--- src/rtl/shift_seq.sv ---
// Command sequencer for the 8-bit multi-mode shift register: accepts one command,
// drives select/in_date/decide for the run length, then returns the register value.
module shift_seq #(
  parameter int unsigned WIDTH = 8,
  parameter int unsigned CNT_W = 3
) (
  input  logic             clk,
  input  logic             clr,
  input  logic             cmd_valid,
  output logic             cmd_ready,
  input  logic [2:0]       cmd_op,
  input  logic [WIDTH-1:0] cmd_data,
  input  logic [CNT_W-1:0] cmd_cnt,
  output logic [2:0]       sel,
  output logic [WIDTH-1:0] reg_din,
  output logic             reg_decide,
  input  logic [WIDTH-1:0] reg_q,
  output logic             rsp_valid,
  output logic [WIDTH-1:0] rsp_data,
  input  logic             rsp_ready,
  output logic             busy
);

  typedef enum logic [1:0] {IDLE, RUN, RESP} state_e;
  typedef enum logic [2:0] {
    OP_CLR, OP_LOAD, OP_SHR, OP_SHL, OP_ASR, OP_SER, OP_ROR, OP_ROL
  } op_e;

  state_e           state, state_next;
  op_e              op, cmd_op_e, sel_op;
  logic [WIDTH-1:0] data;
  logic [CNT_W-1:0] last, k;
  logic             accept;

  assign cmd_op_e = op_e'(cmd_op);
  assign accept   = (state == IDLE) && cmd_valid;
  assign sel      = sel_op;

  // 'last' holds N-1 so the step index never needs an extra bit.
  always_ff @(posedge clk) begin
    if (clr) begin
      state <= IDLE;
      op    <= OP_CLR;
      data  <= '0;
      last  <= '0;
      k     <= '0;
    end else begin
      state <= state_next;
      if (accept) begin
        op   <= cmd_op_e;
        data <= cmd_data;
        last <= (cmd_op_e == OP_CLR || cmd_op_e == OP_LOAD) ? '0 : cmd_cnt;
        k    <= '0;
      end else if (state == RUN) begin
        k <= k + 1'b1;
      end
    end
  end

  always_comb begin
    state_next = state;
    cmd_ready  = 1'b0;
    rsp_valid  = 1'b0;
    rsp_data   = '0;
    sel_op     = OP_LOAD;
    reg_din    = reg_q;
    reg_decide = 1'b0;
    busy       = (state != IDLE);
    case (state)
      IDLE: begin
        cmd_ready = 1'b1;
        if (cmd_valid) state_next = RUN;
      end
      RUN: begin
        sel_op = op;
        if (op == OP_LOAD) reg_din = data;
        if (op == OP_SER)  reg_decide = data[k];
        if (k == last)     state_next = RESP;
      end
      RESP: begin
        rsp_valid = 1'b1;
        rsp_data  = reg_q;
        if (rsp_ready) state_next = IDLE;
      end
      default: state_next = IDLE;
    endcase
    // Reset drives a clear into the register on the same edge.
    if (clr) begin
      state_next = IDLE;
      sel_op     = OP_CLR;
      cmd_ready  = 1'b0;
      rsp_valid  = 1'b0;
      rsp_data   = '0;
      reg_decide = 1'b0;
      busy       = 1'b0;
    end
  end

endmodule

--- config.mk ---
export PLATFORM = sky130hd
export DESIGN_NAME = shift_seq
export DESIGN_NICKNAME = d
export VERILOG_FILES = /design/src/rtl/shift_seq.sv
export SDC_FILE = /design/constraint.sdc
export NUM_CORES = 1
export LEC_CHECK = 0
export BUFFER_PORTS_ARGS = -buffer_cell sky130_fd_sc_hd__buf_2
export CORE_UTILIZATION = 49
export CTS_CLUSTER_SIZE = 28
export DETAILED_ROUTE_END_ITERATION = 16
export PLACE_DENSITY = 0.83
export SLEW_MARGIN = 0
export SYNTH_ARGS = -nofsm -noshare
export SYNTH_HDL_FRONTEND = slang
export SYNTH_SLANG_ARGS = --single-unit
--- constraint.sdc ---
create_clock -name clk -period 2.6 [get_ports clk]
set_clock_uncertainty 0.2 [all_clocks]
set_input_delay 0.26 -clock clk [delete_from_list [all_inputs] [get_ports clk]]
set_output_delay 0.26 -clock clk [all_outputs]
set_load 0.05 [all_outputs]
# Yosys cells after proc, flatten, opt, wreduce, memory -nomap -nowiden
# Index checks and enable logic that the tools add are counted.
[op_classes]
add_sub_neg = 1
multipliers = 0
n_div = 0
order_cmp = 1
eq_ne = 9
shift = 0
muxes = 21
n_bitwise = 0
n_reduce_logical = 7
[ops]
columns = ["operator", "count"]
rows = [
  ["$mux W8", 4],
  ["$mux W1", 9],
  ["$mux W3", 3],
  ["$eq A3 B1 Y1 const B", 2],
  ["$mux W2", 3],
  ["$pmux W2 S3", 1],
  ["$lt A3 B4 Y1 const B", 1],
  ["$ne A2 B2 Y1 const B", 2],
  ["$add A3 B1 Y3 const B", 1],
  ["$bmux W1 S3", 1],
  ["$eq A3 B3 Y1", 1],
  ["$eq A3 B3 Y1 const B", 1],
  ["$logic_not A3 Y1", 1],
  ["$reduce_and A3 Y1", 1],
  ["$eq A2 B1 Y1 const B", 1],
  ["$eq A2 B2 Y1 const B", 1],
  ["$logic_not A2 Y1", 1],
  ["$ne A2 B1 Y1 const B", 1],
  ["$reduce_bool A2 Y1", 1],
  ["$reduce_or A2 Y1", 1],
  ["$logic_and A1 B1 Y1", 1],
  ["$logic_or A1 B1 Y1", 1],
]
[totals]
register_bits = 19
latch_bits = 0
mem_bits_rw = 0
rom_bits = 0
inputBits = 26
output_inout_bits = 23
elab_cells = 44
memories = 0

# Depth between registers and ports, before layout
[logic_depth]
word_depth = 5
ltp_mapped = 6
depth_no_buf = 4

# Worst setup path after synthesis
# OpenSTA, ideal clock, no wires.
[synth_path]
kind = "reg2out"
from = "register state[1]"
to = "output port reg_decide"
t_arrival_ns = 3.460
t_required_ns = 2.140
path_slack_ns = -1.320
path_stages_with_launch = 5
path_buffers = 1
cell_sequence = "dfxtp_1 > buf_6 > nand2b_4 > nor3b_1 > nor4b_1"
[synth_between]
elab_chain_cells = 3
[synth_rtl]
columns = ["item", "line", "source"]
rows = [
  ["from (decl)", "29", "state_e state, state_next;"],
  ["from (signal assigned)", "48", "state <= state_next;"],
  ["$eq A2 B1 Y1", "69", "case (state)"],
  ["$mux W1", "69", ""],
  ["$mux W1", "88", "if (clr) begin"],
  ["to (decl)", "16", "output logic reg_decide,"],
]
# No other way between the ends.

# Worst setup path after layout
[layout_path]
from = "register state[0]"
to = "output port reg_din[2]"
[layout_between]
elab_chain_cells = 2
[layout_rtl]
columns = ["item", "line", "source"]
rows = [
  ["$eq A2 B1 Y1", "69", ""],
  ["$mux W8", "69", ""],
  ["to (decl)", "15", "output logic [WIDTH-1:0] reg_din,"],
]
# No other way between the ends.

==> impl_metrics.toml <==
[yosys]
ys_ff_latch = 19
synth_commonest_cells = "26 x nand2_1, 19 x dfxtp_1, 17 x a21oi_1, 9 x mux2_2, 8 x and2_1"
yosysWarnings = 0
yosysMostFrequentCell = "nand2_1"
synth_xor_xnor_area_share_pct = 2.428
avgSynthCellArea_um2 = 8.325
ys_seq_area_share_pct = 35.14
synth-compound-area-share_pct = 12.02
synth_top_area_share_pct = 35.14
synthCells = 130
ys_async_sr_fraction_pct = 0
synth_area_leaders = "dfxtp_1 35%, mux2_2 9.4%, nand2_1 9.0%"
synthesis.area_um2 = 1082
synth_nets = 157
synth_fa_ha_area_share_pct = 1.156
synth_top_family_by_area = "simple AND/OR/NAND/NOR gates"
ys.flop_type = "dfxtp_1"
yosysUniqueCellTypes = 34
synthMuxAreaShare_pct = 12.25
synth-edff-count = 0
synth_largest_area_cell = "dfxtp_1"
synth-simple-area-share_pct = 31.79

[timing]
setup_viol = 0
rsz0062_at_grt = "false"
post-route-period-util_pct = 93.58
period_minus_slack_ps = 2433
timing.fmax_mhz = 411.0
relSlewSlack_pct = 66.12
worst_pin_slew_ps = 495.5
hold_viol_final = 0
finalMaxSlewViolations = 0
finalSetupTns_ps = 0

[floorplanning]
core_um2 = 2022
die-height_um = 49.00
ioPinCount = 49
die_x_um = 49.00
die_area_um2 = 2401
initial_utilization_pct = 53.53
fp-row-count = 16

[pwr]
power_mw = 0.7357
vdd_drop_max_mv = 0.2845
p_per_area_nw_per_um2 = 490.4
p_leak_nw = 0.6550

[finish]
antenna_cells = 0
fin_area_um2 = 1500
fin_cells = 215
final_util_pct = 74.20
layout-drive-gt1-share_pct = 38.30
syn_to_final_growth_pct = 38.61
layout.nets = 216

[clock_tree]
htree_levels = 1
worst_skew_pair.late_latency_ps = 300
cts_num_sinks = 19
cts_tree = "done"
cts.path.max_buffers = 2
cts-buffers-inserted = 3
root_buffer = "clkbuf_4"
clk_pin_slew_worst_paths_ps = 120

[route]
viasPerCell = 5.372
vias = 1155
wl_per_cell_um = 13.67
drt_iter0_markers = 23
ant_nets = 0
drc = 0
dr.pass1.iters = 4
drt-total-wl_mm = 2.938

[placed_design]
gp_routability_congestion = 0.8471
port-buffer-count = 48
hpwlAfterDp_mm = 1.983
post-place-cells = 197
postPlaceCellArea_um2 = 1335

[global_routing]
grt_overflow = 0
grt_max_degree = 26
grtUsageTotal_pct = 25.91
antenna_found_initial = 0
grt_pass1_vias = 1115
grt_pass1_wl_mm = 4.802

[critical_path]
critPathCaptureType = "primary output"
cp.arrival_ps = 1970
r2r-start = "state[0]"
path_max_fanout = 10
required_ps = 2140
critPathLaunchType = "flop"
setup.worst_path.start = "state[0]"
reg2reg_depth = 3
criticalPathCategory = "reg -> out"
crit_end = "reg_din[2]"
r2r-end = "state[0]"
ff2ff_setup_slack_ps = 900

[worst_hold_path]
hold_depth = 3
hp-class = "in -> reg"

[flow_run]
cap_violations = 0

[run_status]
status = "complete, no violations"
[cells by family (layout without fill, tap and decap cells)]
group | Yosys count | after routing
buffers and inverters | 11 | 69
xor gates and xnor gates | 3 | 3
adders and majority gates | 1 | 1
and+or+nand+nor | 61 | 61
muxes | 12 | 12
DFF | 19 | 19
AOI/OAI and AO/OA | 23 | 23
[worst min-delay path by stage]
stage | start | endpoint
final | cmd_data[6] | data[6]
after detailed placement | op[0] | op[0]
after CTS | cmd_data[6] | data[6]
after global placement | op[0] | op[0]
after floorplan | cmd_op[0] | op[0]
after global routing | cmd_data[6] | data[6]
[repair_timing]
action,CTS,global route
endpoints found under the setup margin,0,5
resized for setup,0,0
hold buffers,12,1
setup buffers,0,1
endpoints found under the hold margin,12,1
[per-stage QoR]
stage	hold WS, ps	setup slack, ps
3_5_place_dp	256.0	424.3
4_1_cts	3.158	83.81
6_report	8.230	166.9
5_1_grt	9.275	67.42
2_1_floorplan	196.0	-147.3
3_3_place_gp	249.2	508.7
[registers in the layout, indices dropped and copies added (netlist names)]
name	flops
data	8
last	3
op	3
state	2
k	3
[cells in the final DEF, fill, tap and decap left out, types with 2 or more instances in the layout]
cell	count
buf_2	48
nand2_1	26
dfxtp_1	19
a21oi_1	17
dlygate4sd3_1	13
mux2_2	9
and2_1	8
nor2_1	4
nor3b_2	3
nor3b_1	3
nor2b_1	3
nand3_1	3
xnor2_1	3
clkbuf_4	3
buf_4	3
mux2i_1	2
nand2b_1	2
nand4_1	2
[critical path, cell delays in order, from the launching register on]
cell	delay (ps)
dfxtp_1	570
nand2b_4	110
nor4_4	220
buf_4	210
mux2_2	350
buf_2	210
[power breakdown]
| part | total [mW] | internal (mW) | switching [mW] |
|---|---|---|---|
| clock network | 0.157 | 0.0573 | 0.0994 |
| logic | 0.236 | 0.0910 | 0.145 |
| registers | 0.343 | 0.314 | 0.0284 |
[layer usage]
layer  vias to the layer above  global-route usage, %  wire (um)
met3                         8                  4.673        143
li1                        561                      -          -
met2                        49                  48.84       1560
met4                         0                  10.78         64
met5                         -                      0          0
met1                       537                  27.99       1170
[cell type report]
type | instances | area (um2)
multi-input cells | 100 | 661.9
fillers | 150 | 521.8
repair buffers | 64 | 392.9
flip-flops and latches | 19 | 380.4
well taps | 27 | 33.78
clock buffers | 3 | 22.52
clock inverters | 1 | 5.005
inverters | 1 | 3.754
Note: power is estimated with default switching activity, not from simulation.
